<file path="src/rtl/synaptic_event_accumulator.sv">
// Synaptic event accumulator: queues presynaptic spike indices, looks up their weights,
// sums them with saturation and commits the result as i_syn once per neuron tick (clk_en).
// Optional feature: define SYN_EVCNT_EN to add ev_cnt_o, the count of weights integrated
// in the committed tick (saturating at 255).
module synaptic_event_accumulator #(
  parameter int unsigned WEIGHT_W   = 16,
  parameter int unsigned N_PRE      = 64,
  parameter int unsigned IDX_W      = $clog2(N_PRE),
  parameter int unsigned ACC_W      = 20,
  parameter int unsigned FIFO_DEPTH = 8
) (
  input  logic                clk,
  input  logic                rst_n,
  input  logic                clk_en,
  input  logic                ev_valid,
  output logic                ev_ready,
  input  logic [IDX_W-1:0]    ev_idx,
  input  logic                wr_en,
  input  logic [IDX_W-1:0]    wr_addr,
  input  logic [WEIGHT_W-1:0] wr_data,
  output logic [WEIGHT_W-1:0] i_syn,
  output logic                sat_o
`ifdef SYN_EVCNT_EN
  ,
  output logic [7:0]          ev_cnt_o
`endif
);

  localparam int unsigned PtrW = $clog2(FIFO_DEPTH);

  // Event FIFO; pointers carry one extra wrap bit to tell full from empty.
  logic [IDX_W-1:0] fifo_mem [FIFO_DEPTH];
  logic [PtrW:0]    wptr_q, rptr_q;
  logic             fifo_full, fifo_empty, push, pop;

  assign fifo_empty = (wptr_q == rptr_q);
  assign fifo_full  = (wptr_q[PtrW] != rptr_q[PtrW]) &&
                      (wptr_q[PtrW-1:0] == rptr_q[PtrW-1:0]);
  assign ev_ready   = !fifo_full;
  assign push       = ev_valid && !fifo_full;
  // Single-port weight RAM: a write steals the port, so the pop waits.
  assign pop        = !fifo_empty && !wr_en;

  // FIFO storage (not reset; validity is tracked by the pointers).
  always_ff @(posedge clk) begin
    if (push) fifo_mem[wptr_q[PtrW-1:0]] <= ev_idx;
  end

  // FIFO pointers.
  always_ff @(posedge clk or negedge rst_n) begin
    if (!rst_n) begin
      wptr_q <= '0;
      rptr_q <= '0;
    end else begin
      if (push) wptr_q <= wptr_q + {{PtrW{1'b0}}, 1'b1};
      if (pop)  rptr_q <= rptr_q + {{PtrW{1'b0}}, 1'b1};
    end
  end

  // Weight RAM with registered read driven by the FIFO head on pop.
  logic [WEIGHT_W-1:0] weight_mem [N_PRE];
  logic [WEIGHT_W-1:0] s2_w_q;
  logic                s2_valid_q;

  always_ff @(posedge clk) begin
    if (wr_en) weight_mem[wr_addr] <= wr_data;
    if (pop)   s2_w_q <= weight_mem[fifo_mem[rptr_q[PtrW-1:0]]];
  end

  // Read-valid stage; cleared by reset so in-flight reads are dropped.
  always_ff @(posedge clk or negedge rst_n) begin
    if (!rst_n) s2_valid_q <= 1'b0;
    else        s2_valid_q <= pop;
  end

  // Saturating accumulate and clamp to the output width.
  logic [ACC_W-1:0]    acc_q, acc_next;
  logic [ACC_W:0]      sum_ext;
  logic [ACC_W-WEIGHT_W:0] acc_upper;
  logic                acc_sat, out_sat, sticky_q;
  logic [WEIGHT_W-1:0] i_syn_next, i_syn_q;
  logic                sat_q;

  always_comb begin
    acc_next   = acc_q;
    acc_sat    = 1'b0;
    sum_ext    = {acc_q[ACC_W-1], acc_q} +
                 {{(ACC_W + 1 - WEIGHT_W){s2_w_q[WEIGHT_W-1]}}, s2_w_q};
    if (s2_valid_q) begin
      // Overflow iff the two top bits of the extended sum disagree.
      if (sum_ext[ACC_W] != sum_ext[ACC_W-1]) begin
        acc_sat  = 1'b1;
        acc_next = sum_ext[ACC_W] ? {1'b1, {(ACC_W-1){1'b0}}} : {1'b0, {(ACC_W-1){1'b1}}};
      end else begin
        acc_next = sum_ext[ACC_W-1:0];
      end
    end
    // Value fits WEIGHT_W iff all bits from the WEIGHT_W sign bit upward agree.
    acc_upper  = acc_next[ACC_W-1:WEIGHT_W-1];
    out_sat    = !((&acc_upper) || !(|acc_upper));
    if (out_sat) begin
      i_syn_next = acc_next[ACC_W-1] ? {1'b1, {(WEIGHT_W-1){1'b0}}}
                                     : {1'b0, {(WEIGHT_W-1){1'b1}}};
    end else begin
      i_syn_next = acc_next[WEIGHT_W-1:0];
    end
  end

  // Tick commit: publish the clamped sum, restart accumulation for the next tick.
  always_ff @(posedge clk or negedge rst_n) begin
    if (!rst_n) begin
      acc_q    <= '0;
      sticky_q <= 1'b0;
      i_syn_q  <= '0;
      sat_q    <= 1'b0;
    end else if (clk_en) begin
      i_syn_q  <= i_syn_next;
      sat_q    <= sticky_q | acc_sat | out_sat;
      acc_q    <= '0;
      sticky_q <= 1'b0;
    end else begin
      acc_q    <= acc_next;
      sticky_q <= sticky_q | acc_sat;
    end
  end

  assign i_syn = i_syn_q;
  assign sat_o = sat_q;

`ifdef SYN_EVCNT_EN
  logic [7:0] cnt_q, cnt_next, ev_cnt_q;

  always_comb begin
    cnt_next = cnt_q;
    if (s2_valid_q && (cnt_q != 8'hFF)) cnt_next = cnt_q + 8'd1;
  end

  // Per-tick integrated-weight counter, committed alongside i_syn.
  always_ff @(posedge clk or negedge rst_n) begin
    if (!rst_n) begin
      cnt_q    <= '0;
      ev_cnt_q <= '0;
    end else if (clk_en) begin
      ev_cnt_q <= cnt_next;
      cnt_q    <= '0;
    end else begin
      cnt_q    <= cnt_next;
    end
  end

  assign ev_cnt_o = ev_cnt_q;
`endif

endmodule

</file>
<file path="config.mk">
export PLATFORM = sky130hd
export DESIGN_NAME = synaptic_event_accumulator
export DESIGN_NICKNAME = d
export VERILOG_FILES = /design/src/rtl/synaptic_event_accumulator.sv
export SDC_FILE = /design/constraint.sdc
export NUM_CORES = 1
export LEC_CHECK = 0
export CAP_MARGIN = 25
export CELL_PAD_IN_SITES_DETAIL_PLACEMENT = 2
export CELL_PAD_IN_SITES_GLOBAL_PLACEMENT = 2
export CORE_UTILIZATION = 47
export CTS_CLUSTER_SIZE = 14
export DETAILED_ROUTE_END_ITERATION = 8
export PLACE_DENSITY_LB_ADDON = 0.1
export SLEW_MARGIN = 20
export SYNTH_ARGS = -nofsm -noshare
export SYNTH_HDL_FRONTEND = slang
export SYNTH_SLANG_ARGS = --single-unit
</file>
<file path="constraint.sdc">
create_clock -name clk -period 4.5 [get_ports clk]
set_input_delay 0.9 -clock clk [delete_from_list [all_inputs] [get_ports clk]]
set_output_delay 0.9 -clock clk [all_outputs]
set_load 0.02 [all_outputs]
</file>
# Yosys cells after proc, flatten, opt, wreduce, memory -nomap -nowiden
# Memories as Yosys holds them, arrays and structs flattened. A register that Yosys moved wholly into a read port is not among the register bits.
# Index checks and enable logic that the tools add are counted.
# word_totals
rom_bits	0
elab_cells	42
latch_bits	0
regBits	47
inputBits	33
ram_bits	1072
mem_count	2
output_inout_bits	18
# op_classes
addsub	3
n_reduce_logical	11
order_cmp	0
n_bitwise	2
n_shift	0
multipliers	0
muxes	13
eq_ne	4
div	0
# memory_table
memory	words	width	read_ports	rd_clocked_by_memory_dff	wr	line_no	source
weight_mem	64	16	1	1	1	61	logic [WEIGHT_W-1:0] weight_mem [N_PRE];
fifo_mem	8	6	1	0	1	32	logic [IDX_W-1:0] fifo_mem [FIFO_DEPTH];
# ops
cell	n
$mux W20	4
$mux W16	2
$add A20 B16 Y21	1
$add A4 B1 Y4 const B	2
$mux W1	7
$logic_not A1 Y1	5
$reduce_and A5 Y1	1
$reduce_or A5 Y1	1
$eq A4 B4 Y1	1
$eq A3 B3 Y1	1
$logic_and A1 B1 Y1	3
$ne A1 B1 Y1	2
$or A1 B1 Y1	2
$logic_or A1 B1 Y1	1

# Depth between registers and ports, before layout
# depth
depth_word	9
ltp_mapped	13
ltp_nobuf	11

# Least setup slack after synthesis
# Ideal clock, no wire load.
# synth_path
path_kind	register to register
from	register s2_w_q[0] (read register of weight_mem)
to	register i_syn_q[10] (netlist: i_syn[10])
path_stages_with_launch	14
n_path_buf	2
t_arrival_ps	3229
setup_ps	138
synth_period_minus_slack_ps	3367
required_ps	4362
path_slack_ps	1133
cell_sequence	edfxtp_1 ha_1 fa_1 a21o_1 a221oi_2 o211ai_1 a21oi_2 nor4_2 a21o_1 or2_1 buf_2 buf_2 nor4_1 a221oi_2
# synth_between
elab_chain_cells	8
word_cells_on_any_way	11
cone_classes	1 x add/sub; 1 x eq/ne; 5 x mux; 4 x reduce/logical
# synth_rtl
element	line_no	source
start: declaration	62	logic [WEIGHT_W-1:0] s2_w_q;
$add A20 B16 Y21 (*)	87	sum_ext = {acc_q[ACC_W-1], acc_q} +
$mux W20 or $ne A1 B1 Y1 (tied branches)	93, 91	
$mux W20 (*)	91	if (sum_ext[ACC_W] != sum_ext[ACC_W-1]) begin
$mux W20 (*)	89	if (s2_valid_q) begin
$reduce_or A5 Y1	100	out_sat = !((&acc_upper) || !(|acc_upper));
$logic_not A1 Y1	100	
$logic_or A1 B1 Y1	100	
$mux W16 (*)	101	if (out_sat) begin
end signal: assignment	117	i_syn_q <= i_syn_next;
end: declaration	81	logic [WEIGHT_W-1:0] i_syn_next, i_syn_q;
# Every way passes the cells marked *; elsewhere a longest branch is shown, timed or not.
# A chain may end at the register's enable or synchronous reset.

# Worst setup path in the final report
# layout_path
from	register rptr_q[0]
to	register s2_w_q[1] (read register of weight_mem), data pin
# layout_between
elab_chain_cells	3
word_cells_on_any_way	4
cone_classes	1 x eq/ne; 2 x reduce/logical; 1 x memory
# layout_rtl
element	line_no	source
start: declaration	33	logic [PtrW:0] wptr_q, rptr_q;
start signal: assignment	56	if (pop) rptr_q <= rptr_q + {{PtrW{1'b0}}, 1'b1};
parallel branches: the longest is 3 deep, another holds $mem_v2 Z8 W6	--	
# Parallel ways; which one is timed is not known.

==> summary.md <==
| Metric | Value |
|---|---|
| Status | complete, no violations |
| Post-Layout Cell Count | approximately 4500 |
| Highest clock frequency the design can meet | 229 MHz |
| Slowest cell on the critical path | sky130_fd_sc_hd__a211oi_1 |
| Combinational share of power | 0.470 |
| TritonCTS clock tree | done |
| Number of iterations in the first detailed-routing pass | 5 |
| Number of enable flip-flop cells after synthesis | roughly 1100 |
| Antenna violations before repair | 5 |
| Delay of the slowest critical-path stage | roughly 0.69 ns |
| Max-Cap Viols | 0 |
| Die span in y | 317 um |
| Overall via count from detail_route | between 20000 and 30000 |
| Drc violations | 0 |
| Total of endpoints with negative setup slack in the final report | 0 |
| Iter 0 DRT Violations | approximately 2400 |
| Net count, final | between 3000 and 4000 |
| Main flop type after synthesis | sky130_fd_sc_hd__edfxtp_1 |
| Fraction of power spent switching nets | 0.411 |
| Total congestion overflow | 0 |
| Number of cells in the design after placement | ~4300 |
| Overall power consumption | 41900 uW |
| Die Footprint | around 0.10 mm^2 |
| Series of cell instances along the critical path | mux4_2 > mux2_8 > buf_4 > and2_0 > a211oi_1 > a311oi_1 > a211oi_1 > a21oi_1 > a22oi_1 > nand2_1 |
| Fraction of layout instances using a drive strength above 1 | 0.149 |
| Post-Syn Nets | roughly 3000 |
| CTS H-tree depth | 3 |
| Slew Viols, Final | 0 |
| Worst setup EP type | flop |
| Worst min-delay path class | in2async |
| Highest-utilization routing layer at the global route stage | met2 |
| Most used cells in the layout excluding fill and tap cells | 1088 x sky130_fd_sc_hd__edfxtp_1, 333 x sky130_fd_sc_hd__nand2_1, 259 x sky130_fd_sc_hd__mux2i_1 |
| TritonCTS sink count | 1135 |
| Leakage power | between 0.015 and 0.02 uW |
| Clock input transition at the sequential cells of the worst setup and hold paths | ~0.06 ns |
| Setup_tns | 0 ns |
| All-Layer GR Usage | 0.301 |
| Total wirelength of the detailed-routed design | approximately 150000 um |
| Critical Path Source Type | flop |
| Skew-Pair Late Insertion Delay | slightly above 0.7 ns |
| Post-DR vias/cell | around 6.2 |
| Met2 demand-to-capacity share in global routing | 0.523 |
| Placed cell areas | 0.0496 mm^2 |
| DIE WIDTH | ~320 um |
| Worst Skew | between 0.02 and 0.03 ns |
| HPWL after detailed placement | a little over 90000 um |
| Buffer levels on the longest clock path | 3 |
| Most prevalent standard cell on the critical path | sky130_fd_sc_hd__a211oi_1 |
| Number of flip-flops and latches in the synthesized netlist | about 1100 |
| Final critical-path share of the clock period | 0.969 |
| Int Power | between 20000 and 25000 uW |
| Setup Crit Path Kind | reg2reg |
| Starting density of the core | 0.475 |
| Worst Tran Pin Value | 0.979 ns |
| Global routing usage on met3 | 0.0387 |
| Cell chosen for the clock root | sky130_fd_sc_hd__clkbuf_16 |
| Std-Cell Core Area | 0.0984 mm^2 |
| Setup repair after global routing missed its margin | no |
| Headroom to the max-slew limit | 0.347 |
| Final hold violations | 0 |
| Global-route wire length before repair | between 200000 and 250000 um |
| Syn Std Cell Area | between 0.04 and 0.05 mm^2 |
| Number of buffers inserted during clock tree synthesis | 120 |
| Min Tclk post-route | around 4.4 ns |
| Seq pwr share | 0.295 |
| Floorplan row count | about 120 |
| Cells after synthesis | between 2000 and 3000 |
| Maximum number of pins on one net before global-route repair | a little over 70 |
| Maximum resistive drop on vdd | roughly 0.00056 V |
| Fin Hold WS | 0.231 ns |
| Synthesized area per cell | between 15 and 20 um^2 |
| Top fanout value on the critical path | 54 |
| Synth-to-Final Area Change | 14.4% |
| Post-route cell area | ~0.053 mm^2 |
| Drt wl/cell | 33.6 um |
| CP Data Required Time | between 4 and 5 ns |
| Global-route met1 utilization | 0.395 |
| Post-synthesis cell type count | between 70 and 80 |
| PortBufs | 50 |
| Number of routed nets with antenna violations | 0 |
| Fraction of registers with async set or reset after synthesis | 0.0414 |
| Sequential cell area fraction in the yosys report | 0.724 |
| I/O pin count | about 50 |
| Clock share of power | 0.235 |
| Number of warning messages in the yosys log | 0 |
| Most frequent standard cell in the layout excluding fill and tap cells | sky130_fd_sc_hd__edfxtp_1 |
| Data arrival at the endpoint of the critical path | around 4.8 ns |
| RePlAce Congestion | approximately 0.85 |
| Total power divided by cell area | roughly 800 mW/mm^2 |
| RR Startpoint | rptr_q[0]$_DFFE_PN0P_ |
| Number of filler instances in the final layout | 8713 |
| Via count of the first global-routing pass | 30600 |
| Critical Path Source | rptr_q[0]$_DFFE_PN0P_ |
| Net switching component of the power | about 17000 uW |
metal layers:
metal	up-vias	part of all wire
li1	11900	-
met1	15000	0.41
met2	888	0.51
met3	227	0.049
met4	2	0.029
met5	-	0.000073
worst paths after layout:
path / end / slack [ns] / cells after the start
worst min-delay path: i_syn[8]$_DFFE_PN0P_ / 0.23 / 1
worst max register to register: s2_w_q[1]$_DFFE_PP_ / 0.14 / 10
worst min register to register: i_syn[15]$_DFFE_PN0P_ / 0.49 / 1
max in group asynchronous: i_syn[14]$_DFFE_PN0P_ / 3.79 / 1
min in group clk: i_syn[15]$_DFFE_PN0P_ / 0.49 / 1
worst max-delay path: s2_w_q[1]$_DFFE_PP_ / 0.14 / 10
critical path, delay by kind of cell, from the launching register on:
family	cells	cell delay, ns
AOI/OAI and AO/OA	5	1.60
muxes	2	1.16
buffers and inverters	1	0.30
and+or+nand+nor	2	0.31
DFF	1	0.62
cell families (layout without fill, tap and decap cells):
logic type,Yosys count,after routing,share of synthesized area
xor gates and xnor gates,24,24,0.00450
muxes,344,344,0.0942
other,0,3,0
AOI/OAI and AO/OA,543,543,0.0846
buffers and inverters,206,447,0.0181
DFF,1135,1135,0.724
and+or+nand+nor,682,682,0.0680
adders and majority gates,23,23,0.00632
per-stage QoR:
step / worst slack (ns) / util
after floorplan: 1.13 / -
after global placement: 0.0844 / 0.504
after detailed placement: 0.0343 / 0.504
after CTS: 0.136 / 0.543
after global routing: 0.0384 / 0.543
final: 0.141 / 0.543
power groups by stage:
| stage | Clock (uW) | Sequential [uW] | Combinational (uW) |
|---|---|---|---|
| floorplan | 0 | 12600 | 11600 |
| global placement | 0 | 12500 | 18200 |
| detailed placement | 0 | 12600 | 19200 |
| CTS | 9990 | 12400 | 19700 |
| global route | 10300 | 12400 | 20700 |
| finish | 9850 | 12400 | 19700 |
Yosys cell counts, types with 3 or more instances:
library cell               instances  area, um^2
sky130_fd_sc_hd__and2_0           67         419
sky130_fd_sc_hd__ha_1             22         275
sky130_fd_sc_hd__a21oi_1          99         495
sky130_fd_sc_hd__mux2_2            5        56.3
sky130_fd_sc_hd__dfrtp_1          47        1180
sky130_fd_sc_hd__xor2_1           14         123
sky130_fd_sc_hd__nor3_1           16        80.1
sky130_fd_sc_hd__clkbuf_1        142         533
sky130_fd_sc_hd__a22oi_1          32         240
sky130_fd_sc_hd__a311oi_1         68         596
sky130_fd_sc_hd__o21a_1            6        45.0
sky130_fd_sc_hd__nand2b_1          8        50.1
sky130_fd_sc_hd__nor2_1          106         398
sky130_fd_sc_hd__nand2_1         333        1250
sky130_fd_sc_hd__nor4b_1           3        26.3
sky130_fd_sc_hd__nor4_1           18         113
sky130_fd_sc_hd__inv_1             3        11.3
sky130_fd_sc_hd__nand4_1           6        37.5
sky130_fd_sc_hd__buf_1             9        33.8
sky130_fd_sc_hd__a21o_1           11        82.6
sky130_fd_sc_hd__a211oi_1        195        1460
sky130_fd_sc_hd__o22ai_1           3        18.8
sky130_fd_sc_hd__nor2b_1           9        56.3
sky130_fd_sc_hd__a221oi_2         11         165
sky130_fd_sc_hd__and4_1            3        26.3
sky130_fd_sc_hd__nand3_1          22         110
sky130_fd_sc_hd__a31oi_1          70         438
sky130_fd_sc_hd__and2_1           68         425
sky130_fd_sc_hd__edfxtp_1       1088       32700
sky130_fd_sc_hd__mux4_2           76        1710
sky130_fd_sc_hd__o21ai_0           4        20.0
sky130_fd_sc_hd__a211o_1           3        26.3
sky130_fd_sc_hd__mux2i_1         263        2630
sky130_fd_sc_hd__buf_2            49         245
sky130_fd_sc_hd__and3_1            5        31.3
sky130_fd_sc_hd__o211ai_1         13        97.6
sky130_fd_sc_hd__xnor2_1          10        87.6
sky130_fd_sc_hd__a221oi_1          4        35.0
sky130_fd_sc_hd__or3_1             3        18.8
sky130_fd_sc_hd__o21ai_1           3        15.0
layout make-up:
class | count | area, um^2 | area share
antenna | 3 | 7.51 | 0.000140
timing repair buffer | 222 | 2010 | 0.0377
multi-input combinational | 1616 | 12200 | 0.227
inverter | 4 | 15.0 | 0.000281
clock inverter | 65 | 563 | 0.0105
tap | 1287 | 1610 | 0.0301
clock buffer | 156 | 3260 | 0.0610
sequential | 1135 | 33800 | 0.633
flip-flops by register name, indices dropped and copies added, names as in the netlist:
register / count
i_syn: 16
rptr_q: 4
weight_mem: 1024
wptr_q: 4
acc_q: 20
fifo_mem: 48
sat_o: 1
sticky_q: 1
s2_valid_q: 1
s2_w_q: 16
what timing repair did:
item | 4_1_cts | 5_1_grt
buffers inserted | 3 | 0
resized for setup | 0 | 1
setup endpoints to repair | 3 | 4
hold buffers | 0 | 0
(Power assumes the default switching activity.)
